[src/rtl/draw_rect_ctl_pkg.sv]
// Shared constants and helpers for the rectangle position controller.
//   VGA_V_PIXELS : visible lines of the VGA mode (default vertical limit)
//   POS_W        : pixel coordinate width
//   VEL_W        : velocity width (unsigned, saturating)
//   SUM_W        : width of position + velocity sums (one guard bit, no wrap)
package draw_rect_ctl_pkg;

   localparam int unsigned VGA_V_PIXELS = 600;
   localparam int unsigned POS_W        = 12;
   localparam int unsigned VEL_W        = 8;
   localparam int unsigned SUM_W        = POS_W + 1;

   localparam logic [VEL_W-1:0] VEL_MAX = '1;

   // Velocity add that clamps at VEL_MAX instead of wrapping.
   function automatic logic [VEL_W-1:0] vel_sat_add(input logic [VEL_W-1:0] v,
                                                    input logic [VEL_W-1:0] inc);
      logic [VEL_W:0] s;
      s = {1'b0, v} + {1'b0, inc};
      return s[VEL_W] ? VEL_MAX : s[VEL_W-1:0];
   endfunction

endpackage

[src/rtl/draw_rect_ctl_rise_edge.sv]
// Registered-history rising-edge detector.
//   clk, rst  : clock, synchronous active-high reset
//   sig_i     : level input, synchronous to clk
//   rise_c_o  : combinational pulse, high when sig_i is high and was low last cycle
module rise_edge (
   input  logic clk,
   input  logic rst,
   input  logic sig_i,
   output logic rise_c_o
);

   logic sig_q;

   // Previous-cycle copy of the input.
   always_ff @(posedge clk) begin
      if (rst) sig_q <= 1'b0;
      else     sig_q <= sig_i;
   end

   assign rise_c_o = sig_i & ~sig_q;

endmodule

[src/rtl/draw_rect_ctl.sv]
// Rectangle position controller: follows the mouse in idle, drops the
// rectangle under per-frame gravity on a left press, bounces it off the
// floor with decaying velocity, then rests until the next press.
//   clk, rst   : pixel clock, synchronous active-high reset
//   vblnk      : vertical blanking; rising edge is the frame tick
//   mouse_left : left button level (synchronous)
//   mouse_xpos : pointer x
//   mouse_ypos : pointer y
//   xpos, ypos : registered rectangle origin
module draw_rect_ctl
   import draw_rect_ctl_pkg::*;
#(
   parameter int unsigned RECT_HEIGHT  = 100,
   parameter int unsigned V_LIMIT      = VGA_V_PIXELS,
   parameter int unsigned GRAVITY      = 1,
   parameter int unsigned BOUNCE_SHIFT = 1
) (
   input  logic             clk,
   input  logic             rst,
   input  logic             vblnk,
   input  logic             mouse_left,
   input  logic [POS_W-1:0] mouse_xpos,
   input  logic [POS_W-1:0] mouse_ypos,
   output logic [POS_W-1:0] xpos,
   output logic [POS_W-1:0] ypos
);

   localparam logic [POS_W-1:0] FLOOR = POS_W'(V_LIMIT - RECT_HEIGHT);
   localparam logic [VEL_W-1:0] GRAV  = VEL_W'(GRAVITY);

   typedef enum logic [1:0] {
      S_IDLE,
      S_FALL,
      S_RISE,
      S_DONE
   } state_e;

   state_e           state_q, state_d;
   logic [POS_W-1:0] xpos_q, xpos_d;
   logic [POS_W-1:0] ypos_q, ypos_d;
   logic [VEL_W-1:0] vel_q, vel_d;

   logic             tick_c;
   logic             press_c;
   logic [SUM_W-1:0] fall_sum_c;
   logic [VEL_W-1:0] bounce_vel_c;

   rise_edge u_vblnk_edge (
      .clk      (clk),
      .rst      (rst),
      .sig_i    (vblnk),
      .rise_c_o (tick_c)
   );

   rise_edge u_left_edge (
      .clk      (clk),
      .rst      (rst),
      .sig_i    (mouse_left),
      .rise_c_o (press_c)
   );

   // Next state, position and velocity.
   always_comb begin
      state_d      = state_q;
      xpos_d       = xpos_q;
      ypos_d       = ypos_q;
      vel_d        = vel_q;
      fall_sum_c   = {1'b0, ypos_q} + SUM_W'(vel_q);
      bounce_vel_c = vel_q >> BOUNCE_SHIFT;

      case (state_q)
         S_IDLE: begin
            xpos_d = mouse_xpos;
            ypos_d = (mouse_ypos > FLOOR) ? FLOOR : mouse_ypos;
            // A tick coinciding with the press is deliberately not applied.
            if (press_c) begin
               state_d = S_FALL;
               vel_d   = '0;
            end
         end
         S_FALL: begin
            if (tick_c) begin
               if (fall_sum_c >= {1'b0, FLOOR}) begin
                  ypos_d  = FLOOR;
                  vel_d   = bounce_vel_c;
                  state_d = (bounce_vel_c == '0) ? S_DONE : S_RISE;
               end else begin
                  ypos_d = fall_sum_c[POS_W-1:0];
                  vel_d  = vel_sat_add(vel_q, GRAV);
               end
            end
         end
         S_RISE: begin
            if (tick_c) begin
               ypos_d = (ypos_q > POS_W'(vel_q)) ? ypos_q - POS_W'(vel_q) : '0;
               if (vel_q > GRAV) begin
                  vel_d = vel_q - GRAV;
               end else begin
                  vel_d   = '0;
                  state_d = S_FALL;
               end
            end
         end
         S_DONE: begin
            if (press_c) state_d = S_IDLE;
         end
         default: state_d = S_IDLE;
      endcase
   end

   // State and position registers.
   always_ff @(posedge clk) begin
      if (rst) begin
         state_q <= S_IDLE;
         xpos_q  <= '0;
         ypos_q  <= '0;
         vel_q   <= '0;
      end else begin
         state_q <= state_d;
         xpos_q  <= xpos_d;
         ypos_q  <= ypos_d;
         vel_q   <= vel_d;
      end
   end

   assign xpos = xpos_q;
   assign ypos = ypos_q;

endmodule

[config.mk]
export PLATFORM = sky130hd
export DESIGN_NAME = draw_rect_ctl
export DESIGN_NICKNAME = d
export VERILOG_FILES = /design/src/rtl/draw_rect_ctl_pkg.sv /design/src/rtl/draw_rect_ctl_rise_edge.sv /design/src/rtl/draw_rect_ctl.sv
export SDC_FILE = /design/constraint.sdc
export NUM_CORES = 1
export LEC_CHECK = 0
export BUFFER_PORTS_ARGS = -buffer_cell sky130_fd_sc_hd__buf_2
export CAP_MARGIN = 20
export CORE_MARGIN = 3
export CORE_UTILIZATION = 50
export DETAILED_ROUTE_END_ITERATION = 10
export PLACE_DENSITY = 0.75
export SLEW_MARGIN = 10
export SYNTH_ARGS = -nofsm -noshare
export SYNTH_HDL_FRONTEND = slang
export SYNTH_HIERARCHICAL = 1
export SYNTH_SLANG_ARGS = --single-unit
export TNS_END_PERCENT = 100
[constraint.sdc]
create_clock -name clk -period 3.1 [get_ports clk]
set_input_delay 0.62 -clock clk [delete_from_list [all_inputs] [get_ports clk]]
set_output_delay 0.62 -clock clk [all_outputs]
set_load 0.05 [all_outputs]
==> flow_summary.ini <==
[floorplan]
start_util_pct = 53.01
ios = 52
rows = 28
die_width_um = 86.17
core_um2 = 6061
die_area_um2 = 7424
die_height_um = 86.17

[layout]
utilization_pct = 66.74
drive_gt1_share_pct = 31.59
multi_input_area_um2 = 2395
areaGrowthSynthToFinish_pct = 25.90
design_area_um2 = 4045
layout_commonest_cell = buf_2
fin_nets = 550
fillers = 497
regArea_um2 = 737.0
mostFrequentLayoutCells = 51 x buf_2, 45 x buf_4, 34 x nor2_1
diodes = 0

[detailed_routing]
num_vias = 3430
drt_iter0_markers = 317
routed_via_density = 5.997
drtAntennaViolNets = 0
post-route-drc-count = 0
routed_wl_mm = 9.644
wl_per_cell_um = 16.86
firstDrtPassIters = 5

[sta]
setup_violations = 1
slew_headroom_pct = 57.19
whs_ns = 0.4984
period_minus_slack_ns = 3.126
worstMarginPinSlew_ns = 0.6260
setup_tns_ns = -0.02616
setup_slack_ns = -0.02616
max_freq_mhz = 319.9
slew_violations = 0
hold_violations = 0
finalClockSkew_ns = 0.007634
period_share_pct = 100.8
rsz0062_at_grt = true

[clock_network]
cts_root_buf = clkbuf_8
clk_pin_slew_ns = 0.08
htreeDepth = 2
clk_path_buf_depth = 2
clock_latency_ns = 0.30
hold_buffers = 0
cts_tree = yes
cts_buffers = 5
cts_sinks = 36

[place]
port_buffers = 51
gp_congestion = 0.9945
dp_hpwl_mm = 7.388
postPlaceCellArea_um2 = 3820

[global_route]
grt_start_max_net_pins = 23
grt_use_total_pct = 26.67
grt_overflow = 0
grt_antenna_before_repair = 0
grt_pass1_vias = 3418
grt_pass1_wl_mm = 16.01

[pwr]
p_leak_nw = 1.818
power_mw = 2.688
powerDensity_nw_per_um2 = 664.6
peakVddDrop_v = 0.0005722

[worst_setup_path]
critPathMaxFanout = 4
critPathKind = reg2reg
timing.critical_path.from = vel_q[7]$_SDFFE_PP0P_
end_kind = flop
start_kind = flop
rrSetupSlack_ns = -0.03
crit_arrival_ns = 3.34
r2r_start = vel_q[7]$_SDFFE_PP0P_
worstPathRequired_ns = 3.32

[flow_run]
cap_violations = 0

[logic_synthesis]
yosysWarnings = 6
synth_nets = 467
synth_cell_type_count = 69
synth_edf_count = 0
synth_flop_cell = dfxtp_1
ys_ff_latch = 36
yosysSeqAreaShare_pct = 22.43
synth_area_um2 = 3213
synthCells = 413
synth_area_per_cell_um2 = 7.780
ys_async_sr_fraction_pct = 0

[status]
violations = negative setup slack
status = finished, violations left

[hold_path]
hp-start = xpos[10]$_SDFFE_PP0N_
min_path_type = reg2reg
[state kept, by name, indices dropped and copies added (netlist names)]
signal and cells:
vel_q 8, xpos 12, u_vblnk_edge/sig_q 1, ypos 12, u_left_edge/sig_q 1, state_q 2
[per-stage QoR]
| step | instances | setup WS [ns] |
|---|---|---|
| 3_3_place_gp | 560 | 0.01338 |
| 3_5_place_dp | 560 | -0.04900 |
| 6_report | 572 | -0.02616 |
| 4_1_cts | 569 | 0.01631 |
| 5_1_grt | 572 | -0.1129 |
| 2_1_floorplan | 413 | -0.1253 |
[cells by family after synthesis]
logic type      count (synthesis)  synth area share (%)
compound gates                125                 26.64
xor+xnor                       17                 4.634
fa+ha+maj                      26                 10.59
buf+inv                        49                 6.620
flops                          36                 22.43
mux                            17                 5.296
simple gates                  143                 23.79
[path summary, 6_finish.rpt]
path                                               to  cells past startpoint
worst min-delay path            xpos[10]$_SDFFE_PP0N_                      2
worst min register to register  xpos[10]$_SDFFE_PP0N_                      2
worst max register to register  vel_q[7]$_SDFFE_PP0P_                     10
worst max-delay path            vel_q[7]$_SDFFE_PP0P_                     10
[timing repair]
action                                 4_1_cts  5_1_grt
pin swaps                                    0       12
endpoints found under the hold margin        0        0
setup endpoints to repair                    3       21
gates resized for setup                      4       20
setup buffers                                1        3
[synthesized netlist by cell type (7+ instances only)]
cell type,n,area [um2]
a211oi_1,9,67.56
a21oi_1,27,135.1
a31oi_1,7,43.79
clkbuf_1,11,41.29
dfxtp_1,36,720.7
ha_1,24,300.3
inv_1,27,101.4
mux2i_1,17,170.2
nand2_1,28,105.1
nand2b_1,9,56.30
nand3_1,11,55.05
nor2_1,35,131.4
nor3_1,10,50.05
o21ai_0,32,160.2
or3_1,8,50.05
xnor2_1,16,140.1
[power by group]
part	switching [mW]	internal (mW)
Clock	0.198	0.239
Combinational	0.970	0.637
Sequential	0.0976	0.547
Total	1.27	1.42
[metal layers]
| layer | up-vias | share of wire [%] | routed length [um] | GRT usage (%) |
|---|---|---|---|---|
| met5 | - | 0 | 0 | 0 |
| met2 | 156 | 47 | 4556 | 42.89 |
| li1 | 1665 | - | - | - |
| met4 | 0 | 3.3 | 315 | 11.08 |
| met3 | 32 | 6.4 | 619 | 4.419 |
| met1 | 1577 | 43 | 4152 | 35.24 |
[critical path, stage by stage (launching register included)]
cell and delay, ns:
dfxtp_2 0.35, inv_2 0.06, ha_4 0.25, or4_4 0.49, a2111oi_4 0.40, nor3_2 0.10, or3_4 0.34, a22o_4 0.25
or2_4 0.25, a2111o_1 0.31, a221oi_2 0.25
[area by class of cell]
cell class / instances / share of cell area, %
Timing Repair Buffer: 97 / 14.94
Tap cell: 75 / 2.320
Multi-Input combinational cell: 328 / 59.20
Sequential cell: 36 / 18.22
Clock buffer: 5 / 1.701
Clock inverter: 3 / 1.021
Inverter: 28 / 2.598
No activity file was read; power rests on OpenSTA's default activity.
